### src/rtl/branch_resolve_unit.sv
// Branch resolve unit.
// Keeps an in-order FIFO of predicted branches produced by fetch. Each
// resolution from execute is compared against the oldest record. The unit
// then trains the predictor one cycle later and, on a mispredict, issues a
// one-cycle redirect, flushes every in-flight record and stalls for one
// recovery cycle.
module branch_resolve_unit #(
    parameter int FIFO_DEPTH = 4,
    parameter int CNT_WIDTH  = 32
) (
    input  logic                            clk,
    input  logic                            reset,
    input  logic                            pred_valid,
    input  logic [31:0]                     pred_pc,
    input  logic                            pred_taken,
    input  logic [31:0]                     pred_target,
    output logic                            pred_ready,
    input  logic                            res_valid,
    input  logic                            res_taken,
    input  logic [31:0]                     res_target,
    output logic                            res_ready,
    output logic                            upd_en,
    output logic [31:0]                     upd_pc,
    output logic                            upd_taken,
    output logic                            redirect_valid,
    output logic [31:0]                     redirect_pc,
    output logic [$clog2(FIFO_DEPTH):0]     fifo_count,
    output logic [CNT_WIDTH-1:0]            stat_branches,
    output logic [CNT_WIDTH-1:0]            stat_mispredicts
);

    localparam int PTR_W = $clog2(FIFO_DEPTH);
    localparam int CNT_W = PTR_W + 1;

    typedef enum logic [0:0] {
        ST_RUN     = 1'b0,
        ST_RECOVER = 1'b1
    } state_t;

    // Saturating increment for the statistics counters.
    function automatic logic [CNT_WIDTH-1:0] sat_inc(input logic [CNT_WIDTH-1:0] v);
        logic [CNT_WIDTH-1:0] r;
        if (&v) begin
            r = v;
        end else begin
            r = v + {{(CNT_WIDTH-1){1'b0}}, 1'b1};
        end
        return r;
    endfunction

    // Sequential fall-through address of a branch (wraps modulo 2^32).
    function automatic logic [31:0] fall_through(input logic [31:0] pc);
        return pc + 32'd4;
    endfunction

    // ---------------------------------------------------------------
    // State
    // ---------------------------------------------------------------
    state_t               state_q, state_d;
    logic [PTR_W-1:0]     wr_ptr_q, wr_ptr_d;
    logic [PTR_W-1:0]     rd_ptr_q, rd_ptr_d;
    logic [CNT_W-1:0]     count_q, count_d;

    logic [31:0]          mem_pc_q     [FIFO_DEPTH];
    logic                 mem_taken_q  [FIFO_DEPTH];
    logic [31:0]          mem_target_q [FIFO_DEPTH];

    logic                 upd_en_q, upd_en_d;
    logic [31:0]          upd_pc_q, upd_pc_d;
    logic                 upd_taken_q, upd_taken_d;
    logic                 redir_valid_q, redir_valid_d;
    logic [31:0]          redir_pc_q, redir_pc_d;
    logic [CNT_WIDTH-1:0] stat_br_q, stat_br_d;
    logic [CNT_WIDTH-1:0] stat_mis_q, stat_mis_d;

    // ---------------------------------------------------------------
    // Handshake and compare logic
    // ---------------------------------------------------------------
    logic                 pred_ready_s;
    logic                 res_ready_s;
    logic                 push_s;
    logic                 pop_s;
    logic                 mispredict_s;
    logic                 mem_we_s;
    logic [31:0]          head_pc_s;
    logic                 head_taken_s;
    logic [31:0]          head_target_s;

    // Ready flags depend only on registered state, so a same-cycle pop never
    // frees room for a push and a same-cycle push never feeds a resolve.
    always_comb begin
        pred_ready_s = (state_q == ST_RUN) && (count_q < CNT_W'(FIFO_DEPTH));
        res_ready_s  = (state_q == ST_RUN) && (count_q != {CNT_W{1'b0}});
        push_s       = pred_valid && pred_ready_s;
        pop_s        = res_valid && res_ready_s;
    end

    // Oldest record and the mispredict decision against it.
    always_comb begin
        head_pc_s     = mem_pc_q[rd_ptr_q];
        head_taken_s  = mem_taken_q[rd_ptr_q];
        head_target_s = mem_target_q[rd_ptr_q];
        if (pop_s) begin
            mispredict_s = (head_taken_s != res_taken) ||
                           (res_taken && head_taken_s && (head_target_s != res_target));
        end else begin
            mispredict_s = 1'b0;
        end
        // A push landing on the flush edge is dropped with the rest.
        mem_we_s = push_s && !mispredict_s;
    end

    // Next-state computation for FSM, pointers, occupancy, outputs, counters.
    always_comb begin
        state_d       = state_q;
        wr_ptr_d      = wr_ptr_q;
        rd_ptr_d      = rd_ptr_q;
        count_d       = count_q;
        upd_en_d      = 1'b0;
        upd_pc_d      = upd_pc_q;
        upd_taken_d   = upd_taken_q;
        redir_valid_d = 1'b0;
        redir_pc_d    = redir_pc_q;
        stat_br_d     = stat_br_q;
        stat_mis_d    = stat_mis_q;

        // Training and redirect information for the cycle after a resolve.
        if (pop_s) begin
            upd_en_d    = 1'b1;
            upd_pc_d    = head_pc_s;
            upd_taken_d = res_taken;
            stat_br_d   = sat_inc(stat_br_q);
            if (mispredict_s) begin
                redir_valid_d = 1'b1;
                redir_pc_d    = res_taken ? res_target : fall_through(head_pc_s);
                stat_mis_d    = sat_inc(stat_mis_q);
            end else begin
                redir_valid_d = 1'b0;
            end
        end else begin
            upd_en_d = 1'b0;
        end

        // Pointer and occupancy bookkeeping; a flush overrides everything.
        if (mispredict_s) begin
            wr_ptr_d = {PTR_W{1'b0}};
            rd_ptr_d = {PTR_W{1'b0}};
            count_d  = {CNT_W{1'b0}};
        end else begin
            if (push_s) begin
                wr_ptr_d = wr_ptr_q + PTR_W'(1);
            end else begin
                wr_ptr_d = wr_ptr_q;
            end
            if (pop_s) begin
                rd_ptr_d = rd_ptr_q + PTR_W'(1);
            end else begin
                rd_ptr_d = rd_ptr_q;
            end
            case ({push_s, pop_s})
                2'b10:   count_d = count_q + CNT_W'(1);
                2'b01:   count_d = count_q - CNT_W'(1);
                default: count_d = count_q;
            endcase
        end

        // RUN/RECOVER sequencing: recovery always lasts exactly one cycle.
        case (state_q)
            ST_RUN: begin
                if (mispredict_s) begin
                    state_d = ST_RECOVER;
                end else begin
                    state_d = ST_RUN;
                end
            end
            ST_RECOVER: state_d = ST_RUN;
            default:    state_d = ST_RUN;
        endcase
    end

    // Control, output and statistics registers with synchronous reset.
    always_ff @(posedge clk) begin
        if (reset) begin
            state_q       <= ST_RUN;
            wr_ptr_q      <= {PTR_W{1'b0}};
            rd_ptr_q      <= {PTR_W{1'b0}};
            count_q       <= {CNT_W{1'b0}};
            upd_en_q      <= 1'b0;
            upd_pc_q      <= 32'd0;
            upd_taken_q   <= 1'b0;
            redir_valid_q <= 1'b0;
            redir_pc_q    <= 32'd0;
            stat_br_q     <= {CNT_WIDTH{1'b0}};
            stat_mis_q    <= {CNT_WIDTH{1'b0}};
        end else begin
            state_q       <= state_d;
            wr_ptr_q      <= wr_ptr_d;
            rd_ptr_q      <= rd_ptr_d;
            count_q       <= count_d;
            upd_en_q      <= upd_en_d;
            upd_pc_q      <= upd_pc_d;
            upd_taken_q   <= upd_taken_d;
            redir_valid_q <= redir_valid_d;
            redir_pc_q    <= redir_pc_d;
            stat_br_q     <= stat_br_d;
            stat_mis_q    <= stat_mis_d;
        end
    end

    // Record storage; cleared on reset so stale entries never surface as X.
    always_ff @(posedge clk) begin
        if (reset) begin
            for (int i = 0; i < FIFO_DEPTH; i++) begin
                mem_pc_q[i]     <= 32'd0;
                mem_taken_q[i]  <= 1'b0;
                mem_target_q[i] <= 32'd0;
            end
        end else if (mem_we_s) begin
            mem_pc_q[wr_ptr_q]     <= pred_pc;
            mem_taken_q[wr_ptr_q]  <= pred_taken;
            mem_target_q[wr_ptr_q] <= pred_target;
        end else begin
            mem_pc_q[wr_ptr_q]     <= mem_pc_q[wr_ptr_q];
            mem_taken_q[wr_ptr_q]  <= mem_taken_q[wr_ptr_q];
            mem_target_q[wr_ptr_q] <= mem_target_q[wr_ptr_q];
        end
    end

    // ---------------------------------------------------------------
    // Output mapping
    // ---------------------------------------------------------------
    assign pred_ready       = pred_ready_s;
    assign res_ready        = res_ready_s;
    assign upd_en           = upd_en_q;
    assign upd_pc           = upd_pc_q;
    assign upd_taken        = upd_taken_q;
    assign redirect_valid   = redir_valid_q;
    assign redirect_pc      = redir_pc_q;
    assign fifo_count       = count_q;
    assign stat_branches    = stat_br_q;
    assign stat_mispredicts = stat_mis_q;

endmodule

### config.mk
export PLATFORM = sky130hd
export DESIGN_NAME = branch_resolve_unit
export DESIGN_NICKNAME = d
export VERILOG_FILES = /design/src/rtl/branch_resolve_unit.sv
export SDC_FILE = /design/constraint.sdc
export NUM_CORES = 1
export LEC_CHECK = 0
export ABC_AREA = 1
export CORE_MARGIN = 2
export CORE_UTILIZATION = 56
export CTS_CLUSTER_DIAMETER = 60
export DETAILED_ROUTE_END_ITERATION = 10
export PLACE_DENSITY = 0.82
export SYNTH_ARGS = -nofsm -noshare
export SYNTH_HDL_FRONTEND = slang
export SYNTH_SLANG_ARGS = --single-unit
### constraint.sdc
create_clock -name clk -period 10.7 [get_ports clk]
set_clock_uncertainty 0.15 [all_clocks]
set_input_delay 2.14 -clock clk [delete_from_list [all_inputs] [get_ports clk]]
set_output_delay 2.14 -clock clk [all_outputs]
set_load 0.01 [all_outputs]
After elaboration in Yosys (flattened, before gate mapping)
Memory sizes are Yosys's and may differ from the RTL's. A register that Yosys moved wholly into a read port is not among the register bits.
Index checks and enable logic that the tools add are counted.
W data, S select, Z words.
Word-level totals
  memory bits (writable): 260
  memories kept: 3
  word-level logic and storage cells: 88
  bits in registers: 139
Cells by class
  bitwise operators: 7
  muxes and demuxes: 32
  eq/ne operators: 5
  $add $sub $neg: 7
  reduce and logical (&&, ||, !) cells: 22
  magnitude comparators: 1
Memory list
  mem_pc_q: depth 4, width 32, rd ports 1, clocked after Yosys merged registers in 1, write ports 4, line 64  | logic [31:0] mem_pc_q [FIFO_DEPTH];
  mem_target_q: depth 4, width 32, rd ports 1, clocked after Yosys merged registers in 1, write ports 4, line 66  | logic [31:0] mem_target_q [FIFO_DEPTH];
  mem_taken_q: depth 4, width 1, rd ports 1, clocked after Yosys merged registers in 1, write ports 4, line 65  | logic mem_taken_q [FIFO_DEPTH];
Operator list (count)
  $mux W32: 5
  $add A32 B1 Y32 const B: 2
  $reduce_and A32 Y1: 2
  $reduce_or A32 Y1: 2
  $add A32 B3 Y32 const B: 1
  $ne A32 B32 Y1: 1
  $mux W2: 9
  $mux W1: 16
  $logic_and A1 B1 Y1: 7
  $pmux W3 S2: 1
  $reduce_and A2 Y1: 3
  $add A2 B1 Y2 const B: 2
  $not A1 Y1: 4
  $reduce_or A2 Y1: 2
  $add A3 B1 Y3 const B: 1
  $lt A3 B3 Y1 const B: 1
  $or A1 B1 Y1: 3
  $reduce_and A3 Y1: 1
  $reduce_bool A3 Y1: 1
  $sub A3 B1 Y3 const B: 1
  $eq A2 B1 Y1 const B: 1
  $eq A2 B2 Y1 const B: 1
  $pmux W1 S2: 1
  $reduce_bool A2 Y1: 1
  5 further kinds: 5

Depth between registers and ports, before layout
Gate-level depths: netlist (run 1).
  depth in word-level cells: 13
  depth in mapped cells: 22

Least setup slack after synthesis (run 1)
OpenSTA, ideal clock, no wires.
  path kind: input -> register
  from: input res_target[25]
  to: memory mem_pc_q[0][0], enable pin
  buffers on the path: 1
  cell stages on the path: 15
  setup time: 578 ps
  data required time: 9972 ps
  arrival: 7739 ps
  slack: 2234 ps
  cell sequence: inv_1 > nand3_1 > nand2_1 > inv_1 > nand2_1 > nor2_1 > nand2_1 > nor2_1 > nand2_1 > nand2_1 > nand2_2 > nand2_4 > nand4_2 > buf_2 > o21ai_0
RTL lines
  from (decl): line 20  | input logic [31:0] res_target,
  to (decl): line 64

==> run summary, run 1 <==
====================================================================================
Dominant delay contributor by cell family on the critical path ........ simple AND/OR/NAND/NOR gates
Count of buffers inserted at the top-level ports ......................          237
Die X .................................................................       192 um
Maximum vdd ir drop ...................................................   0.000237 V
Routed len/inst .......................................................      19.5 um
Category of the worst setup path capture point ........................         flop
Total area of multi-input combinational cells .........................     7590 um2
WHS ...................................................................     0.306 ns
Layout fillers ........................................................         2764
Antenna violations before repair ......................................            0
Critical Path RT ......................................................     10.74 ns
Core Area .............................................................    34700 um2
Placed Cells ..........................................................         3051
Peak clock frequency supported by timing ..............................      151 MHz
Commonest non-fill, non-tap cell in the layout ........................ sky130_fd_sc_hd__nand2_1
Overall die area ......................................................    36900 um2
Post-layout util ......................................................        68.7%
Post-CTS setup-driven buffer insertion count ..........................            0
Slew at the pin with the worst max-slew slack .........................      1.08 ns
Number of gates resized after CTS .....................................            0
Highest net fanout along the worst path ...............................           71
Pre-CTS setup slack ...................................................      3.97 ns
Fraction of layout cells with a size suffix above 1 ...................        4.79%
Sequential-to-total area share from yosys stat ........................        53.6%
Wire length of the first global-routing pass ..........................     92600 um
Average size of a mapped cell .........................................     8.06 um2
Category of the most critical setup path .............................. flop to flop
Final HPWL from detailed placement ....................................     41200 um
# IOs .................................................................          238
Register bit total from synthesis .....................................          401
Total of hold buffers inserted after clock tree synthesis .............            0
Hold Vio Cnt, Final ...................................................            0
Root Buffer Master .................................................... sky130_fd_sc_hd__clkbuf_16
Summed area of non-filler cells in the final layout ...................    23900 um2
Count of TritonRoute iterations in the first routing pass .............            5
Proportion of synthesized flip-flops having asynchronous set or reset .           0%
Count of cell types in the netlist ....................................           42
Ratio of routed vias to standard cells ................................         5.69
TritonCTS Sinks .......................................................          401
Final setup TNS .......................................................         0 ns
Pwr per Cell Area .....................................................   227 nW/um2
Final Max Slew Viols ..................................................            0
Number of global-route vias before repair .............................        16400
Storage cell area .....................................................    10600 um2
Critical path data arrival time .......................................      6.65 ns
Largest stage delay, worst path .......................................      1.02 ns
Reg2Reg Depth .........................................................           19
Final Worst Setup Slack ...............................................      4.08 ns
Count of warnings emitted by yosys ....................................            0
PnR Total Power .......................................................      5.43 mW
Area added between synthesis and finish ...............................        20.4%
Placed instance area ..................................................    22400 um2
Hold Crit Depth .......................................................            2
Cell leakage power ....................................................      9.73 nW
Critical Path Most Common Cell ........................................ sky130_fd_sc_hd__nand2_1
Kind of start point of the critical path ..............................         flop
Overall Global Routing Usage ..........................................        33.0%
Clock transition at path regs .........................................      0.06 ns
Clock Path Buffers ....................................................            3
Pin count of the biggest net entering global routing ..................           87
Net count of the mapped netlist .......................................         2567
Clock tree from TritonCTS .............................................         done
Most instantiated flip-flop cell in the synthesis netlist ............. sky130_fd_sc_hd__edfxtp_1
Number of instances in the synthesized netlist ........................         2459
Clock latency on the worst-skew pair ..................................      0.56 ns
Htree depth ...........................................................            2
Normalized max-slew margin ............................................        27.9%
Synthesized area ......................................................    19800 um2
Routed Antenna Nets ...................................................            0
Most frequent cells in the layout ..................................... sky130_fd_sc_hd__nand2_1, sky130_fd_sc_hd__inv_1, sky130_fd_sc_hd__nor2_1
Number of DRC violations after detailed routing .......................            0
Tmin final ............................................................      6.62 ns
TritonCTS Buffers .....................................................           43
Setup Viol. Count Final ...............................................            0
DRT Wirelength ........................................................     61200 um
Worst path cell trace ................................................. clkinv_2 > nand2_1 > nand3_1 > nand2_1 > nand2_1 > nand2_1 > nand2_1 > nor2_1 > nand2_1 > nor2_1 > nand2_1 > nand2_1 > nand2_2 > nand2_4 > nand2_4 > nor2_8 > nand2_1 > nand2_2 > buf_4
Floorplan die height ..................................................       192 um
Violation count after the first detailed-route iteration ..............         2000
Standard-cell row count ...............................................           68
RSZ-0062 raised after global routing ..................................        false
Global route total overflow ...........................................            0
Stages on the worst setup path ........................................           19
Worst Path Buf+Inv ....................................................            2
Slowest cell on the critical path ..................................... sky130_fd_sc_hd__clkinv_2
Routability Congestion ................................................        0.987
Number of nets in the layout ..........................................         2749
Result of the run .....................................................    completed
Final Instance Count excl. Fillers ....................................         3130
Final Cycle Share .....................................................        61.9%
Total via count in the routed design ..................................        17800
Effective utilization at floorplan ....................................        57.1%
Hold Crit Class ....................................................... flop to flop
Antenna cells .........................................................            0
Number of violations of the max-capacitance limit .....................            0
Number of enable flip-flop cells after synthesis ......................          260
====================================================================================
registers in the layout, summed over array words and instances (netlist names), named ones only:
name	flops
mem_pc_q	128
mem_target_q	128
redirect_pc	32
stat_branches	32
stat_mispredicts	32
upd_pc	32
mem_taken_q	4
fifo_count	3
rd_ptr_q	2
wr_ptr_q	2
redirect_valid	1
state_q	1
upd_en	1
upd_taken	1
metal layers:
| layer | up-vias | share of wire (%) | GRT usage, % |
|---|---|---|---|
| met3 | 162 | 11 | 5.52 |
| met2 | 1007 | 47 | 53.6 |
| met1 | 8225 | 38 | 43.6 |
| met4 | 0 | 4.6 | 14.4 |
| li1 | 8415 | - | - |
| met5 | - | 0 | 0 |
final timing paths:
| kind | from | slack, ns | endpoint |
|---|---|---|---|
| min | redirect_pc[20]$_SDFFE_PP0P_ | 0.31 | redirect_pc[20]$_SDFFE_PP0P_ |
| min reg2reg | redirect_pc[20]$_SDFFE_PP0P_ | 0.31 | redirect_pc[20]$_SDFFE_PP0P_ |
| max reg2reg | flop | 4.08 | mem_pc_q[2][20]$_SDFFCE_PN0P_ |
| max | flop | 4.08 | mem_pc_q[2][20]$_SDFFCE_PN0P_ |
area by class of cell:
type | count | area share, %
inverters | 275 | 4.34
well taps | 455 | 2.39
clock inverters | 28 | 1.59
flip-flops and latches | 401 | 44.6
clock buffers | 51 | 4.72
multi-input cells | 1662 | 31.8
repair buffers | 258 | 10.6
cell families (layout without fill, tap and decap cells):
logic type      Yosys count  in the layout  share of synthesized area (%)
buf+inv                 396            612                           8.31
xor+xnor                 48             48                           2.12
fa+ha+maj                 6              6                          0.417
simple gates           1405           1405                           30.2
flops                   401            401                           53.6
compound gates          203            203                           5.38
power by group:
part	internal (mW)	total [mW]	leakage, nW	switching, mW
registers	1.98	2.13	3.83	0.153
clock network	0.955	1.59	0.734	0.637
logic	0.520	1.70	5.17	1.18
total	3.45	5.43	9.73	1.97
worst min-delay path: cells and delay by family (launching register included):
family / cells / cell delay (ns)
flops: 1 / 0.31
simple gates: 2 / 0.10
synth_stat cells (26+ instances only):
library cell / number / area (um2)
sky130_fd_sc_hd__nand3_1: 230 / 1150
sky130_fd_sc_hd__nor3_1: 122 / 611
sky130_fd_sc_hd__edfxtp_1: 260 / 7810
sky130_fd_sc_hd__nor2_1: 262 / 983
sky130_fd_sc_hd__inv_1: 269 / 1010
sky130_fd_sc_hd__nand2_1: 706 / 2650
sky130_fd_sc_hd__o21ai_0: 85 / 425
sky130_fd_sc_hd__buf_2: 26 / 130
sky130_fd_sc_hd__xor2_1: 37 / 324
sky130_fd_sc_hd__a21oi_1: 100 / 500
sky130_fd_sc_hd__dfxtp_1: 141 / 2820
sky130_fd_sc_hd__clkbuf_1: 64 / 240
(Power assumes the default switching activity.)
==> run 2, diff against run 1 <==
- CORE_UTILIZATION: 56 -> 51
- PLACE_DENSITY: 0.82 -> 0.79
- clock period: 10.7 -> 6 ns (I/O delays scaled with it)
==> run 2 against run 1 <==
Against the previous run:
- setup slack worse by 2.7 ns
- worst hold slack gained 0.0063 ns
- sequential power increased by 75%
- global-route usage decreased by 2.3 points
- first-iteration DRC count decreased by 14%
- maximum frequency is 44% higher
- core utilization fell by 6.3 points
- register-to-register slack worse by 2.7 ns
- largest power group unchanged
- highest routed layer unchanged
==> run summary, run 2 (same netlist as run 1, synthesis figures left out) <==
========================================================================
Number of DRC violations after detailed routing ...........            0   unchanged
Critical path data arrival time ...........................      4.84 ns   -1.81 ns
# IOs .....................................................          238   unchanged
Launch point of the worst hold path ....................... redirect_pc[30]$_SDFFE_PP0P_
Wire length of the first global-routing pass ..............     96300 um   +4.0%
Pre-CTS setup slack .......................................      1.16 ns   -2.81 ns
Overall Global Routing Usage ..............................        30.6%   -2.3 points
Pin count of the biggest net entering global routing ......          132   +52%
Standard-cell row count ...................................           72   +5.9%
Final Cycle Share .........................................        76.4%   +14 points
Post-CTS setup-driven buffer insertion count ..............            0   unchanged
Worst setup slack for register-to-register paths ..........      1.42 ns   -2.66 ns
Layout fillers ............................................         3240   +17%
Number of global-route vias before repair .................        17500   +6.7%
Worst hold endpoint ....................................... redirect_pc[30]$_SDFFE_PP0P_
Ratio of routed vias to standard cells ....................         5.58   -1.9%
TritonCTS Sinks ...........................................          401   unchanged
Peak clock frequency supported by timing ..................      218 MHz   +44%
Clock latency on the worst-skew pair ......................      0.58 ns   +0.02 ns
Slew at the pin with the worst max-slew slack .............      1.03 ns   -0.0561 ns
Antenna violations before repair ..........................            0   unchanged
Routability Congestion ....................................        0.929   -5.9%
Clock Path Buffers ........................................            3   unchanged
Storage cell area .........................................    10600 um2   unchanged
Kind of start point of the critical path ..................         flop
Root Buffer Master ........................................ sky130_fd_sc_hd__clkbuf_16
Cell leakage power ........................................      9.78 nW   +0.50%
Floorplan die height ......................................       201 um   +4.7%
Htree depth ...............................................            2   unchanged
Tmin final ................................................      4.58 ns   -2.04 ns
Total of hold buffers inserted after clock tree synthesis .            0   unchanged
Result of the run .........................................    completed
Global route total overflow ...............................            0   unchanged
Critical Path RT ..........................................      6.26 ns   -4.48 ns
Antenna cells .............................................            0   unchanged
RSZ-0062 raised after global routing ......................        false
Fraction of layout cells with a size suffix above 1 .......        4.95%   +0.16 points
Area added between synthesis and finish ...................        21.2%
Routed len/inst ...........................................      19.4 um   -0.92%
Hold Crit Class ........................................... flop to flop
Final HPWL from detailed placement ........................     42000 um   +1.9%
Critical Path Most Common Cell ............................ sky130_fd_sc_hd__nand2_1
Most frequent cells in the layout ......................... sky130_fd_sc_hd__nand2_1, sky130_fd_sc_hd__inv_1, sky130_fd_sc_hd__nor2_1
Reg2Reg Depth .............................................           20   +1
Critical register-to-register path endpoint ............... mem_pc_q[2][8]$_SDFFCE_PN0P_
PnR Total Power ...........................................      9.58 mW   +77%
Total via count in the routed design ......................        17900   +0.49%
Number of nets in the layout ..............................         2759   +0.36%
Commonest non-fill, non-tap cell in the layout ............ sky130_fd_sc_hd__nand2_1
Largest stage delay, worst path ...........................      0.65 ns   -0.37 ns
Routed Antenna Nets .......................................            0   unchanged
Count of buffers inserted at the top-level ports ..........          237   unchanged
Pwr per Cell Area .........................................   399 nW/um2   +75%
Die X .....................................................       201 um   +4.7%
Overall die area ..........................................    40500 um2   +9.6%
Highest net fanout along the worst path ...................           62   -13%
Slowest cell on the critical path ......................... sky130_fd_sc_hd__buf_4
Normalized max-slew margin ................................        31.5%   +3.6 points
Worst path cell trace ..................................... clkinv_2 > buf_4 > nand2_1 > nand3_1 > nand3_1 > nand2_1 > inv_1 > nand2_1 > nor2_1 > nand2_1 > nor2_1 > nand2_1 > nand2_1 > nand2_2 > nand2_4 > nand2_4 > nor2_8 > buf_4 > nand2_1 > nor2_1
Effective utilization at floorplan ........................        51.5%   -5.6 points
TritonCTS Buffers .........................................           45   +4.7%
Core Area .................................................    38500 um2   +11%
Category of the worst setup path capture point ............         flop
Count of TritonRoute iterations in the first routing pass .            6   +1
Violation count after the first detailed-route iteration ..         1710   -14%
Total area of multi-input combinational cells .............     7590 um2   unchanged
Hold Crit Depth ...........................................            2   unchanged
Maximum vdd ir drop .......................................   0.000271 V   +14%
Final Max Slew Viols ......................................            0   unchanged
Hold Vio Cnt, Final .......................................            0   unchanged
Number of gates resized after CTS .........................            0   unchanged
Final Worst Setup Slack ...................................      1.42 ns   -2.66 ns
Number of violations of the max-capacitance limit .........            0   unchanged
Category of the most critical setup path .................. flop to flop
DRT Wirelength ............................................     62100 um   +1.5%
Clock transition at path regs .............................      0.06 ns   about the same
Setup Viol. Count Final ...................................            0   unchanged
Post-layout util ..........................................        62.4%   -6.3 points
Top Registers ............................................. mem_pc_q: 128 flops, mem_target_q: 128 flops
Clock tree from TritonCTS .................................         done
========================================================================
-- run 2: critical path, delay by kind of cell (launching register included) --
| kind | cells | cell delay [ns] |
|---|---|---|
| and+or+nand+nor | 16 | 2.09 |
| buffers and inverters | 4 | 1.65 |
| DFF | 1 | 0.36 |
-- run 2: layout make-up --
type | instances | share of cell area (%)
clock inverters | 28 | 0.964
well taps | 518 | 2.70
multi-input cells | 1662 | 31.6
flip-flops and latches | 401 | 44.3
repair buffers | 266 | 11.0
clock buffers | 56 | 5.12
inverters | 275 | 4.30
-- run 2: worst max-delay path by stage --
stage	startpoint	endpoint	slack, ns	cells after the start
finish	flop	mem_pc_q[2][8]$_SDFFCE_PN0P_	1.42	20
global route	flop	mem_pc_q[1][30]$_SDFFCE_PN0P_	1.09	19
detailed placement	res_target[25]	mem_target_q[1][8]$_SDFFCE_PN0P_	1.16	17
CTS	flop	mem_pc_q[1][30]$_SDFFCE_PN0P_	1.44	19
floorplan	flop	mem_pc_q[0][0]$_SDFFCE_PN0P_	-1.54	15
global placement	res_target[25]	mem_target_q[1][25]$_SDFFCE_PN0P_	1.09	17
-- run 2: power by group --
part | total, mW | switching [mW] | internal [mW]
clock network | 2.74 | 1.14 | 1.59
registers | 3.73 | 0.208 | 3.52
logic | 3.11 | 2.15 | 0.958
total | 9.58 | 3.51 | 6.08
-- run 2: stage by stage --
step	std cells	cell area (um2)	TNS (ns)	hold slack, ns
after floorplan	2459	19800	-200.05	0.294
after global placement	3122	22600	0	0.294
after detailed placement	3122	22600	0	0.296
after CTS	3206	24000	0	0.312
after global routing	3206	24000	0	0.341
final	3206	24000	0	0.313
-- run 2: per-layer routing --
| layer | vias to the layer above | global-route usage [%] | share of wire (%) | routed length, um |
|---|---|---|---|---|
| li1 | 8421 | - | - | - |
| met1 | 8387 | 38.3 | 38 | 23800 |
| met2 | 902 | 51.4 | 48 | 29700 |
| met3 | 186 | 5.59 | 9.4 | 5860 |
| met4 | 0 | 14.8 | 4.3 | 2670 |
| met5 | - | 0 | 0 | 0 |
